<file path="config.mk">
export PLATFORM = sky130hd
export DESIGN_NAME = lpif_tx_stb_mrk_sched
export DESIGN_NICKNAME = d
export VERILOG_FILES = /design/src/rtl/lpif_tx_stb_mrk_sched.sv
export SDC_FILE = /design/constraint.sdc
export NUM_CORES = 1
export LEC_CHECK = 0
export ABC_AREA = 1
export BUFFER_PORTS_ARGS = -buffer_cell sky130_fd_sc_hd__buf_2
export CAP_MARGIN = 20
export CORE_MARGIN = 2
export CORE_UTILIZATION = 30
export CTS_CLUSTER_SIZE = 30
export DETAILED_ROUTE_END_ITERATION = 8
export GPL_TIMING_DRIVEN = 1
export SYNTH_ARGS = -nofsm -noshare
export SYNTH_HDL_FRONTEND = slang
export SYNTH_SLANG_ARGS = --single-unit
export TNS_END_PERCENT = 5
</file>
<file path="constraint.sdc">
create_clock -name clk_wr -period 3 [get_ports clk_wr]
set_input_delay 0.15 -clock clk_wr [delete_from_list [all_inputs] [get_ports clk_wr]]
set_output_delay 0.15 -clock clk_wr [all_outputs]
set_load 0.1 [all_outputs]
</file>
<file path="src/rtl/lpif_tx_stb_mrk_sched.sv">
// rtl/lpif_tx_stb_mrk_sched.sv - TX link bring-up sequencer generating strobe/marker userbits and downstream pop
module lpif_tx_stb_mrk_sched #(
  parameter int unsigned SETTLE_CYCLES = 16,
  parameter int unsigned STB_INTERVAL  = 24,
  parameter int unsigned STAT_W        = 16
) (
  input  logic              clk_wr,
  input  logic              rst_wr_n,
  input  logic              tx_online,
  input  logic [1:0]        rate_sel,
  output logic              tx_stb_userbit,
  output logic              tx_mrk_userbit,
  output logic              tx_downstream_pop,
  output logic [1:0]        sched_state,
  output logic [STAT_W-1:0] stb_sent_cnt
);

  typedef enum logic [1:0] {
    ST_OFF    = 2'd0,
    ST_SETTLE = 2'd1,
    ST_RUN    = 2'd2,
    ST_DRAIN  = 2'd3
  } state_e;

  localparam logic [7:0] SETTLE_LOAD = 8'(SETTLE_CYCLES - 1);
  localparam logic [7:0] GRP_LAST    = 8'(STB_INTERVAL - 1);

  state_e            state_q, state_d;
  logic [7:0]        settle_cnt_q, settle_cnt_d;
  logic [1:0]        beat_cnt_q, beat_cnt_d;
  logic [2:0]        grp_size_q, grp_size_d;
  logic [7:0]        grp_cnt_q, grp_cnt_d;
  logic [STAT_W-1:0] stb_cnt_q, stb_cnt_d;

  logic active;
  logic beat_last;
  logic stb_beat;

  assign active    = (state_q == ST_RUN) || (state_q == ST_DRAIN);
  assign beat_last = ({1'b0, beat_cnt_q} == (grp_size_q - 3'd1));
  assign stb_beat  = active && (beat_cnt_q == 2'd0) && (grp_cnt_q == 8'd0);

  always_comb begin
    state_d      = state_q;
    settle_cnt_d = settle_cnt_q;
    beat_cnt_d   = beat_cnt_q;
    grp_size_d   = grp_size_q;
    grp_cnt_d    = grp_cnt_q;
    stb_cnt_d    = stb_cnt_q;

    if (active) begin
      if (beat_last) begin
        beat_cnt_d = 2'd0;
        grp_cnt_d  = (grp_cnt_q == GRP_LAST) ? 8'd0 : grp_cnt_q + 8'd1;
      end else begin
        beat_cnt_d = beat_cnt_q + 2'd1;
      end
    end

    if (stb_beat && (stb_cnt_q != {STAT_W{1'b1}})) begin
      stb_cnt_d = stb_cnt_q + 1'b1;
    end

    case (state_q)
      ST_OFF: begin
        // rate_sel 3 folds onto quarter rate
        case (rate_sel)
          2'd0:    grp_size_d = 3'd1;
          2'd1:    grp_size_d = 3'd2;
          default: grp_size_d = 3'd4;
        endcase
        if (tx_online) begin
          state_d      = ST_SETTLE;
          settle_cnt_d = SETTLE_LOAD;
          beat_cnt_d   = 2'd0;
          grp_cnt_d    = 8'd0;
        end
      end
      ST_SETTLE: begin
        if (!tx_online) begin
          state_d = ST_OFF;
        end else if (settle_cnt_q == 8'd0) begin
          state_d = ST_RUN;
        end else begin
          settle_cnt_d = settle_cnt_q - 8'd1;
        end
      end
      ST_RUN: begin
        if (!tx_online) begin
          state_d = beat_last ? ST_OFF : ST_DRAIN;
        end
      end
      ST_DRAIN: begin
        // finish the marker group so no partial group reaches the concat block
        if (beat_last) begin
          state_d = ST_OFF;
        end
      end
      default: state_d = ST_OFF;
    endcase
  end

  always_ff @(posedge clk_wr or negedge rst_wr_n) begin
    if (!rst_wr_n) begin
      state_q      <= ST_OFF;
      settle_cnt_q <= 8'd0;
      beat_cnt_q   <= 2'd0;
      grp_size_q   <= 3'd1;
      grp_cnt_q    <= 8'd0;
      stb_cnt_q    <= '0;
    end else begin
      state_q      <= state_d;
      settle_cnt_q <= settle_cnt_d;
      beat_cnt_q   <= beat_cnt_d;
      grp_size_q   <= grp_size_d;
      grp_cnt_q    <= grp_cnt_d;
      stb_cnt_q    <= stb_cnt_d;
    end
  end

  assign tx_downstream_pop = active;
  assign tx_mrk_userbit    = active && beat_last;
  assign tx_stb_userbit    = stb_beat;
  assign sched_state       = state_q;
  assign stb_sent_cnt      = stb_cnt_q;

endmodule

</file>
==> impl_metrics.tcl <==
set metrics [dict create \
    grt_max_degree 40 \
    whs_ps -30.0 \
    crit_chain "inv_1, ha_1, inv_1, nand2_1, nand2_1, nor2_1, nand2_1, nor2_2, buf_2" \
    hold_buffers 0 \
    r2r-end "grp_cnt_q[2]" \
    drive_gt1_frac 0.117 \
    io_buffers 25 \
    ff2ff_path_depth 10 \
    crit_path_top_delay_cell "dfstp_2" \
    clk_latency_ps 290 \
    drc 0 \
    die_h_um 93.7 \
    drt_first_pass_iters 4 \
    cts_resized 0 \
    netlist_instances 338 \
    ys_ff_latch 39 \
    synth_area_leaders "dfrtp_1, nand2_1, inv_1, nor2_1, xor2_1" \
    start_kind "flip-flop" \
    cpPeakStageDelay_ps 550 \
    status "finished, violations left" \
    rsz0062_at_grt "no" \
    avgSynthCellArea_um2 7.14 \
    r2r_start "grp_size_q[0]" \
    path_class "flip-flop to primary output" \
    wire_per_inst_um 10.8 \
    antenna_found_initial 0 \
    clkSinkCount 39 \
    viasPerCell 4.46 \
    worstPathRequired_ps 2850 \
    hold_path.class "input pin to async pin" \
    synth_edf_count 0 \
    yosysTopAreaCell "dfrtp_1" \
    power_leakage_nw 1.40 \
    fin_total_pwr_mw 2.45 \
    cp_max_fo 5 \
    grtUsageMet3 0.0177 \
    final_hold_viol_count 30 \
    ir_drop_v 0.000717 \
    coreArea_mm2 0.00777 \
    num_vias 2094 \
    diodes 0 \
    worst_slew_pin_slew_ps 885 \
    wirelength_mm 5.06 \
    io_pins 26 \
    clk_pin_slew_ps 80 \
    cts_max_path_buffers 2 \
    setup_viol 0 \
    globalplace.congestion 0.805 \
    grt_pass1_vias 2006 \
    numCtsBuffers 5 \
    async_flop_share 1.00 \
    rows 32 \
    max_cap_viol_count 0 \
    grt_util_all_layers 0.125 \
    cts_root_buffer "clkbuf_8" \
    endpoint_kind "primary output" \
    cp.arrival_ps 2180 \
    cts_tree "done" \
    violations "negative hold slack" \
    cp_common_cell "nand2_1" \
    power_density_mw_per_mm2 889 \
    die_x_um 93.7 \
    ant_nets 0 \
    fmax_mhz 428 \
    min_period_ps 2330 \
    relSlewSlack 0.410 \
    finClkSkew_ps 8.62 \
    yosysUniqueCellTypes 29 \
    start_util 0.311 \
    yosysSeqAreaShare 0.405 \
    synthesis.area_mm2 0.00241 \
    crit_family "buffers and inverters" \
    syn_to_final_growth_pct 14.2 \
    syn-num-nets 350 \
    htree_levels 2 \
    drv_slew 0 \
    path_buf_inv 3 \
    synth_top_area_frac 0.394 \
    grt.met2_usage 0.214 \
    synth_ff_type "dfrtp_1" \
    yosys_warnings 0 \
    fin_setup_tns_ps 0 \
    gr-usage-met1 0.163 \
    drt_iter0_markers 73 \
    post-route-period-util 0.778 \
    grt.busiest_layer "met2" \
    die_area_mm2 0.00878 \
    rrSetupSlack_ps 950 \
    grt-ovfl-total 0 \
    post_cts_buffers 0 \
    grt_first_pass_wirelength_mm 8.99 \
    final_nets 378 \
    hpwl_mm 3.65 \
]
-- logic make-up after synthesis --
family | after synthesis | synth area share
AO/OA/AOI/OAI | 24 | 0.0529
XOR/XNOR | 21 | 0.0762
flip-flops | 39 | 0.405
adder cells (fa/ha/maj) | 7 | 0.0363
buffers and inverters | 50 | 0.0855
AND/OR/NAND/NOR | 197 | 0.344
-- how the worst max path moves through the flow --
stage / startpoint / endpoint / slack [ps] / depth (start not counted)
2_1_floorplan: sched_state[1] / grp_cnt_q[0] / 350 / 5
3_3_place_gp: grp_size_q[0] / tx_mrk_userbit / 1010 / 9
3_5_place_dp: grp_size_q[0] / grp_cnt_q[3] / 950 / 11
4_1_cts: grp_size_q[0] / tx_mrk_userbit / 640 / 9
5_1_grt: grp_size_q[0] / tx_mrk_userbit / 450 / 9
6_report: grp_size_q[0] / tx_mrk_userbit / 670 / 9
-- power breakdown --
group	switching, mW	internal (mW)	total [mW]
logic	0.970	0.320	1.29
clock network	0.184	0.210	0.394
registers	0.115	0.649	0.765
total	1.27	1.18	2.45
-- cell usage in the layout, fill, tap and decap left out, types with 2 or more instances in the layout --
cell type  instances
nor2_1            41
nor3_1             5
dfrtp_1           38
inv_1             43
nand4_1            9
buf_4              2
o21ai_1            2
ha_1               7
clkbuf_8           7
nand3_1           20
nor2_2             2
xnor2_1            8
nand2_1          113
nor2_4             2
xor2_1            13
o21ai_0           17
a21oi_1            2
buf_2             25
-- metal layers --
layer,vias to the layer above,wire length (um)
met2,15,2350
met3,4,88
met5,-,0
met1,968,2570
li1,1107,-
met4,0,41
-- flip-flops by register name, indices dropped and copies added, names as in the netlist --
signal / flops
stb_sent_cnt: 16
sched_state: 2
beat_cnt_q: 2
grp_size_q: 3
settle_cnt_q: 8
grp_cnt_q: 8
-- per-stage QoR --
stage	instances	utilization	hold slack [ps]	setup slack [ps]	instance area [um^2]
6_report	469	0.355	-30.0	666	2760
5_1_grt	469	0.355	33.4	446	2760
4_1_cts	469	0.355	21.3	641	2760
3_5_place_dp	461	0.342	334	953	2660
3_3_place_gp	461	0.342	328	1010	2660
2_1_floorplan	338	-	-146	346	2430
-- worst register-to-register path, delay by kind of cell (launching register included) --
kind	cells	cell delay (ps)
AND/OR/NAND/NOR	5	600
flip-flops	1	550
adder cells (fa/ha/maj)	1	320
AO/OA/AOI/OAI	2	300
buffers and inverters	2	150
-- cells in the mapped netlist (2+ instances only) --
| cell type | count |
|---|---|
| xor2_1 | 13 |
| o21ai_0 | 17 |
| nand2_1 | 113 |
| buf_2 | 3 |
| nand3_1 | 20 |
| nor2_4 | 2 |
| nor2_1 | 41 |
| nand4_1 | 9 |
| dfrtp_1 | 38 |
| nor3_1 | 5 |
| o21ai_1 | 2 |
| nor2_2 | 2 |
| inv_1 | 43 |
| a21oi_1 | 2 |
| ha_1 | 7 |
| xnor2_1 | 8 |
-- cell type report --
class / count / area (um^2)
fillers: 851 / 5010
multi-input cells: 249 / 1240
flip-flops and latches: 39 / 977
inverters: 44 / 165
repair buffers: 27 / 140
well taps: 102 / 128
clock buffers: 8 / 100
(Power assumes the default switching activity.)
